## src/rtl/sha256_spi_pkg.sv

```systemverilog
// Shared constants for the SHA-256 accelerator SPI slave front-end.
// Frame layout: {n_r_w, addr[6:0], data[7:0]}, MSB first.
package sha256_spi_pkg;

    localparam int FRAME_W = 16;
    localparam int ADDR_W  = 7;
    localparam int DATA_W  = 8;
    localparam int RW_BIT  = 15;
    localparam int CNT_W   = $clog2(FRAME_W + 2);

    localparam logic CMD_WRITE = 1'b1;
    localparam logic CMD_READ  = 1'b0;

    localparam logic [1:0] IDLE   = 2'd0;
    localparam logic [1:0] SHIFT  = 2'd1;
    localparam logic [1:0] COMMIT = 2'd2;

endpackage

```

## src/rtl/sha256_sync2.sv

```systemverilog
// Two-flop synchroniser for a single asynchronous input, with a selectable
// reset level so idle-high lines do not produce a false edge out of reset.
module sha256_sync2 #(
    parameter logic RST_VAL = 1'b0
) (
    input  logic clk,
    input  logic rst_n,
    input  logic d,
    output logic q
);

    logic meta;

    always_ff @(posedge clk or negedge rst_n) begin
        if (!rst_n) begin
            meta <= RST_VAL;
            q    <= RST_VAL;
        end else begin
            meta <= d;
            q    <= meta;
        end
    end

endmodule

```

## src/rtl/sha256_spi_slave.sv

```systemverilog
// SPI mode-3 slave that oversamples SCK/SS/MOSI in i_clk and turns each
// 16-bit frame into a single-cycle register-bank write or read request.
//
// state  | meaning
// IDLE   | ss_n high, waiting for a falling edge
// SHIFT  | frame in progress, shifting on synced SCK edges
// COMMIT | frame closed; strobe/error cycle, plus a capture cycle for reads
module sha256_spi_slave
    import sha256_spi_pkg::*;
(
    input  logic              i_clk,
    input  logic              i_rst_n,
    input  logic              i_sck,
    input  logic              i_ss_n,
    input  logic              i_spi_mosi,
    output logic              o_spi_miso,
    output logic              o_wr_en,
    output logic              o_rd_en,
    output logic [ADDR_W-1:0] o_addr,
    output logic [DATA_W-1:0] o_wdata,
    input  logic [DATA_W-1:0] i_rdata,
    output logic              o_frame_err,
    output logic              o_busy
);

    logic sck_s, ss_n_s, mosi_s;
    logic sck_prev, ss_prev;
    logic sck_rise, sck_fall, ss_fall, ss_rise;

    logic [1:0]         state, state_nxt;
    logic [CNT_W-1:0]   bit_cnt;
    logic [FRAME_W-1:0] rx_shift, tx_shift;
    logic [DATA_W-1:0]  rd_buf;
    logic               rd_capture, ss_pend;
    logic               frame_ok, is_read, commit_done, start;

    sha256_sync2 #(.RST_VAL(1'b1)) u_sync_sck  (.clk(i_clk), .rst_n(i_rst_n), .d(i_sck),      .q(sck_s));
    sha256_sync2 #(.RST_VAL(1'b1)) u_sync_ss   (.clk(i_clk), .rst_n(i_rst_n), .d(i_ss_n),     .q(ss_n_s));
    sha256_sync2 #(.RST_VAL(1'b0)) u_sync_mosi (.clk(i_clk), .rst_n(i_rst_n), .d(i_spi_mosi), .q(mosi_s));

    always_ff @(posedge i_clk or negedge i_rst_n) begin
        if (!i_rst_n) begin
            sck_prev <= 1'b1;
            ss_prev  <= 1'b1;
        end else begin
            sck_prev <= sck_s;
            ss_prev  <= ss_n_s;
        end
    end

    assign sck_rise = sck_s & ~sck_prev;
    assign sck_fall = ~sck_s & sck_prev;
    assign ss_fall  = ~ss_n_s & ss_prev;
    assign ss_rise  = ss_n_s & ~ss_prev;

    assign frame_ok    = (bit_cnt == CNT_W'(FRAME_W));
    assign is_read     = frame_ok && (rx_shift[RW_BIT] == CMD_READ);
    assign commit_done = (state == COMMIT) && (!is_read || rd_capture);
    // A fall seen (or remembered) while committing starts the next frame directly.
    assign start       = ((state == IDLE) && ss_fall) || (commit_done && (ss_fall || ss_pend));

    always_ff @(posedge i_clk or negedge i_rst_n) begin
        if (!i_rst_n) state <= IDLE;
        else          state <= state_nxt;
    end

    always_comb begin
        state_nxt = state;
        case (state)
            IDLE:    if (ss_fall) state_nxt = SHIFT;
            SHIFT:   if (ss_rise) state_nxt = COMMIT;
            COMMIT:  if (commit_done) state_nxt = (ss_fall || ss_pend) ? SHIFT : IDLE;
            default: state_nxt = IDLE;
        endcase
    end

    always_comb begin
        o_wr_en     = 1'b0;
        o_rd_en     = 1'b0;
        o_frame_err = 1'b0;
        o_addr      = '0;
        o_wdata     = '0;
        if (state == COMMIT && !rd_capture) begin
            o_frame_err = ~frame_ok;
            o_wr_en     = frame_ok && (rx_shift[RW_BIT] == CMD_WRITE);
            o_rd_en     = is_read;
            if (frame_ok) o_addr = rx_shift[RW_BIT-1 -: ADDR_W];
            if (o_wr_en)  o_wdata = rx_shift[DATA_W-1:0];
        end
    end

    assign o_busy = ~ss_n_s;

    always_ff @(posedge i_clk or negedge i_rst_n) begin
        if (!i_rst_n) begin
            bit_cnt    <= '0;
            rx_shift   <= '0;
            tx_shift   <= '0;
            o_spi_miso <= 1'b0;
            rd_buf     <= '0;
            rd_capture <= 1'b0;
            ss_pend    <= 1'b0;
        end else begin
            rd_capture <= (state == COMMIT) && is_read && !rd_capture;
            if (rd_capture) rd_buf <= i_rdata;

            if (start)                          ss_pend <= 1'b0;
            else if (state == COMMIT && ss_fall) ss_pend <= 1'b1;

            if (state != SHIFT) o_spi_miso <= 1'b0;

            if (start) begin
                bit_cnt  <= '0;
                rx_shift <= '0;
                // Read data captured this very cycle must already be in the new frame.
                tx_shift <= {{(FRAME_W-DATA_W){1'b0}}, (rd_capture ? i_rdata : rd_buf)};
            end else if (state == SHIFT) begin
                if (sck_rise) begin
                    rx_shift <= {rx_shift[FRAME_W-2:0], mosi_s};
                    if (bit_cnt != CNT_W'(FRAME_W + 1)) bit_cnt <= bit_cnt + 1'b1;
                end else if (sck_fall) begin
                    o_spi_miso <= tx_shift[FRAME_W-1];
                    tx_shift   <= tx_shift << 1;
                end
            end
        end
    end

endmodule

```

## config.mk

```make
export PLATFORM = sky130hd
export DESIGN_NAME = sha256_spi_slave
export DESIGN_NICKNAME = d
export VERILOG_FILES = /design/src/rtl/sha256_spi_pkg.sv /design/src/rtl/sha256_sync2.sv /design/src/rtl/sha256_spi_slave.sv
export SDC_FILE = /design/constraint.sdc
export NUM_CORES = 1
export LEC_CHECK = 0
export ABC_AREA = 1
export CORE_ASPECT_RATIO = 0.5
export CORE_UTILIZATION = 46
export CTS_BUF_LIST = sky130_fd_sc_hd__clkbuf_8
export CTS_CLUSTER_SIZE = 10
export DETAILED_ROUTE_END_ITERATION = 16
export PLACE_DENSITY = 0.68
export SYNTH_ARGS = -nofsm -noshare
export SYNTH_HDL_FRONTEND = slang
export SYNTH_HIERARCHICAL = 1
export SYNTH_SLANG_ARGS = --single-unit
```

## constraint.sdc

```tcl
create_clock -name i_clk -period 4.22 [get_ports i_clk]
set_clock_uncertainty 0.1 [all_clocks]
set_input_delay 0.844 -clock i_clk [delete_from_list [all_inputs] [get_ports i_clk]]
set_output_delay 0.844 -clock i_clk [all_outputs]
set_load 0.01 [all_outputs]
```

==> out/metrics.csv <==
stage;metric;value;unit
clocking;cts-root-to-sink-buffers;2;
final_layout;signed_area_change_from_the_synthesized_netlist_to_the_final_layout;18.29;%
job;max-cap-violations;0;
setup_path;crit_path_start_kind;flip-flop;
sta;setup_tns;0;ps
drt;drtIter0Drc;119;
setup_path;worst-endpoint-required;3280;ps
synthesis;synth_edf_count;0;
sta;finalSetupViolations;0;
drt;m1WireLength;2.469;mm
sta;max-slew-margin-rel;42.76;%
synthesis;synth.yosys.seq_area_share;53.58;%
clocking;htree_levels;3;
setup_path;cp_max_fo;9;
setup_path;crit_buf_inv;4;
sta;drv_slew;0;
drt;top_signal_layer_used;met4;
sta;layout_worst_path_cycle_share;77.85;%
sta;period_minus_slack;3285;ps
place;port_buffers;32;
clocking;clk_root_buffer_cell;sky130_fd_sc_hd__clkbuf_8;
setup_path;worst_r2r_path_depth;9;
grt;antenna_found_initial;0;
clocking;insertion_delay;330;ps
drt;drt_pass1_iterations;4;
clocking;numCtsBuffers;9;
floorplan;core_area;5587;um^2
clocking;cts_num_sinks;58;
drt;drcViolationCount;0;
floorplan;initial_cell_density_of_the_core;48.73;%
drt;antenna_violating_nets_post_route;0;
drt;met3RoutedLength;254;um
clocking;cts_setup_buffers;0;
sta;rsz_0062_raised_after_global_routing;false;
synthesis;synth_area_per_cell;9.015;um^2
sta;fmaxAchievable;304.4;MHz
grt;first_global_vias;2013;
drt;routed-wl-met2;2.315;mm
grt;first_pass_grt_wire_length;9.108;mm
run_status;run_status;finished, final reports clean;
final_layout;nNetsFinal;352;
power_and_ir_drop;combinational_power_share;17.5;%
setup_path;reg2reg_slack;2320;ps
power_and_ir_drop;pwr-share-seq;49.2;%
setup_path;critical_path.top_delay_family;buffers and inverters;
drt;vias_per_cell;4.988;
setup_path;timing.critical_path.arrival;2340;ps
setup_path;path_cells;inv_1, ha_1, nand2_1, clkinv_1, nand2_1, inv_1, nand3_2, nor2_1, clkdlybuf4s50_1;
sta;report.final.hold_viol_count;0;
clocking;cts.clk_slew.worst_paths;70;ps
power_and_ir_drop;internal_power;971.5;uW
grt;grtUsageTotal;18.89;%
place;hpwl;3.429;mm
setup_path;critical-path-slowest-cell;sky130_fd_sc_hd__clkdlybuf4s50_1;
floorplan;dieWidth;110.8;um
sta;worst-slew-pin-transition;858.6;ps
final_layout;antenna_cells;0;
clocking;postCtsResizedCells;0;
clocking;holdBufCountCts;0;
min_path;hold_path.startpoint;u_sync_ss/meta;
setup_path;critical_path.max_stage_delay;550;ps
synthesis;synth_nets;318;
synthesis;warnings_from_yosys;6;
floorplan;fp-row-count;19;
final_layout;post_route_cells_drive_above_1_share;16.72;%
synthesis;synth_flop_cell;sky130_fd_sc_hd__dfrtp_1;
final_layout;n_fill_cell;508;
power_and_ir_drop;vdd_ir_drop_max;206.2;uV
drt;via_count;2065;
synthesis;ys_ff_latch;58;
synthesis;syn-cell-area;2723;um^2
power_and_ir_drop;proportion_of_total_power_due_to_net_switching;29.76;%
synthesis;post_synth_num_cell_types;30;
drt;route.final.wire_length;5.098;mm
min_path;hold_class;reg -> reg;
setup_path;crit-reg2reg-launch;bit_cnt[0];
place;routabilityCongestion;0.7605;
clocking;clock_tree_from_tritoncts;done;
floorplan;io_pins;33;
drt;final_routed_wire_length_divided_by_cell_count;12.31;um
setup_path;criticalPathCategory;reg -> out;
grt;globalRouteOverflowTotal;0;
setup_path;timing.critical_path.to_type;output pin;
min_path;holdPathEnd;u_sync_ss/q;
sta;worst_slack;934.8;ps
floorplan;die-area;6249;um^2
power_and_ir_drop;power.share.clock;33.3;%
synthesis;syn-instance-count;302;
place;pre_cts_slack;1299;ps
power_and_ir_drop;cellLeakagePower;0.001359;uW
floorplan;dieHeight;56.40;um
grt;grt_max_degree;40;
power_and_ir_drop;power_density;429.5;nW/um^2
min_path;whs_path_depth;0;
setup_path;regToRegEndpoint;tx_shift[3];
synthesis;synth_async_sr_flop_share;100.0;%
power_and_ir_drop;net-switching-power;411.7;uW
[flip-flops by register name, indices dropped and copies added (netlist names)]
| register | flops |
|---|---|
| u_sync_ss/meta | 1 |
| tx_shift | 16 |
| u_sync_mosi/q | 1 |
| ss_pend | 1 |
| u_sync_mosi/meta | 1 |
| rd_buf | 8 |
| rd_capture | 1 |
| sck_prev | 1 |
| u_sync_sck/meta | 1 |
| u_sync_ss/q | 1 |
| state | 2 |
| o_spi_miso | 1 |
| ss_prev | 1 |
| rx_shift | 16 |
| u_sync_sck/q | 1 |
| bit_cnt | 5 |
[final cells by class]
class / instances / area [um^2] / area share, %
Timing Repair Buffer: 33 / 322.8 / 10.02
Multi-Input combinational cell: 209 / 1071 / 33.26
Clock buffer: 12 / 165.2 / 5.128
Tap cell: 73 / 91.34 / 2.836
Clock inverter: 4 / 17.52 / 0.5439
Sequential cell: 58 / 1459 / 45.30
Inverter: 25 / 93.84 / 2.914
[cells in the final DEF (no fill, tap or decap)]
master,n
sky130_fd_sc_hd__inv_1,24
sky130_fd_sc_hd__a21oi_1,8
sky130_fd_sc_hd__nor2b_1,1
sky130_fd_sc_hd__o211ai_1,1
sky130_fd_sc_hd__ha_1,3
sky130_fd_sc_hd__nor2_1,23
sky130_fd_sc_hd__nand2_2,2
sky130_fd_sc_hd__nor3_1,1
sky130_fd_sc_hd__nand3_4,2
sky130_fd_sc_hd__nand2_1,113
sky130_fd_sc_hd__nor2_2,1
sky130_fd_sc_hd__clkinv_1,1
sky130_fd_sc_hd__nand4_1,10
sky130_fd_sc_hd__nand2_4,2
sky130_fd_sc_hd__clkdlybuf4s50_1,31
sky130_fd_sc_hd__xor2_1,1
sky130_fd_sc_hd__or2_2,1
sky130_fd_sc_hd__buf_4,1
sky130_fd_sc_hd__nand3_2,2
sky130_fd_sc_hd__a21oi_2,20
sky130_fd_sc_hd__nand3_1,14
sky130_fd_sc_hd__dfstp_2,6
sky130_fd_sc_hd__a21oi_4,1
sky130_fd_sc_hd__nor2_4,2
sky130_fd_sc_hd__clkbuf_8,12
sky130_fd_sc_hd__clkinv_2,2
sky130_fd_sc_hd__buf_2,1
sky130_fd_sc_hd__inv_2,2
sky130_fd_sc_hd__dfrtp_1,52
sky130_fd_sc_hd__o22ai_1,1
[worst register-to-register path, cell delays in order (launching register included)]
cell and delay, ps:
sky130_fd_sc_hd__dfrtp_1 400, sky130_fd_sc_hd__inv_1 90, sky130_fd_sc_hd__ha_1 200, sky130_fd_sc_hd__nand2_1 70, sky130_fd_sc_hd__clkinv_1 110, sky130_fd_sc_hd__nand3_4 110
sky130_fd_sc_hd__nand2_4 110, sky130_fd_sc_hd__nand2_4 420, sky130_fd_sc_hd__nand2_1 120, sky130_fd_sc_hd__nand3_1 110
[how the worst max path moves through the flow]
stage / endpoint / depth (start not counted) / from / slack [ps]
4_1_cts: o_wdata[6] / 9 / bit_cnt[0] / 920
3_3_place_gp: o_frame_err / 8 / bit_cnt[0] / 1400
5_1_grt: o_wdata[3] / 9 / bit_cnt[0] / 750
6_report: o_wdata[6] / 9 / bit_cnt[0] / 930
3_5_place_dp: o_wdata[6] / 9 / bit_cnt[0] / 1300
2_1_floorplan: o_frame_err / 7 / bit_cnt[0] / 1960
[through the flow]
stage	area (um^2)	util, %	power (uW)	hold slack (ps)	cells
2_1_floorplan	2723	-	884.3	231.2	302
3_3_place_gp	3038	54.38	918.1	239.3	398
3_5_place_dp	3038	54.38	935.5	246.5	398
4_1_cts	3221	57.65	1403	255.8	414
5_1_grt	3221	57.65	1472	259.6	414
6_report	3221	57.65	1383	255.3	414
[cell families (layout without fill, tap and decap cells)]
group,after synthesis,in the layout,synth area share (%)
AND/OR/NAND/NOR,174,174,28.63
buffers and inverters,35,74,7.077
XOR/XNOR,1,1,0.3217
flip-flops,58,58,53.58
AO/OA/AOI/OAI,31,31,9.008
adder cells (fa/ha/maj),3,3,1.379
[metal layers]
metal,GRT usage [%],vias up
li1,-,1025
met1,23.73,983
met2,30.26,49
met3,5.940,8
met4,8.571,0
met5,0,-
[Yosys cell counts (2+ instances only)]
| cell | n | share of area, % |
|---|---|---|
| sky130_fd_sc_hd__nand3_2 | 2 | 0.74 |
| sky130_fd_sc_hd__ha_1 | 3 | 1.4 |
| sky130_fd_sc_hd__buf_12 | 3 | 2.2 |
| sky130_fd_sc_hd__nor2_4 | 2 | 0.83 |
| sky130_fd_sc_hd__nor2_1 | 23 | 3.2 |
| sky130_fd_sc_hd__nand3_1 | 14 | 2.6 |
| sky130_fd_sc_hd__nand4_1 | 10 | 2.3 |
| sky130_fd_sc_hd__a21oi_2 | 20 | 6.4 |
| sky130_fd_sc_hd__dfrtp_1 | 52 | 48 |
| sky130_fd_sc_hd__nand2_1 | 113 | 16 |
| sky130_fd_sc_hd__nand2_4 | 2 | 0.83 |
| sky130_fd_sc_hd__clkbuf_1 | 2 | 0.28 |
| sky130_fd_sc_hd__nand2_2 | 2 | 0.46 |
| sky130_fd_sc_hd__a21oi_1 | 8 | 1.5 |
| sky130_fd_sc_hd__inv_1 | 22 | 3.0 |
| sky130_fd_sc_hd__nand3_4 | 2 | 1.3 |
| sky130_fd_sc_hd__buf_4 | 3 | 0.83 |
| sky130_fd_sc_hd__dfstp_2 | 6 | 5.8 |
| sky130_fd_sc_hd__inv_2 | 2 | 0.28 |
[power groups by stage]
stage | sequential, uW | clock [uW] | combinational, uW
finish | 680 | 461 | 242
detailed placement | 690 | 0 | 246
global route | 692 | 505 | 275
global placement | 686 | 0 | 232
CTS | 680 | 476 | 246
floorplan | 678 | 0 | 206
Note: power is estimated with default switching activity, not from simulation.
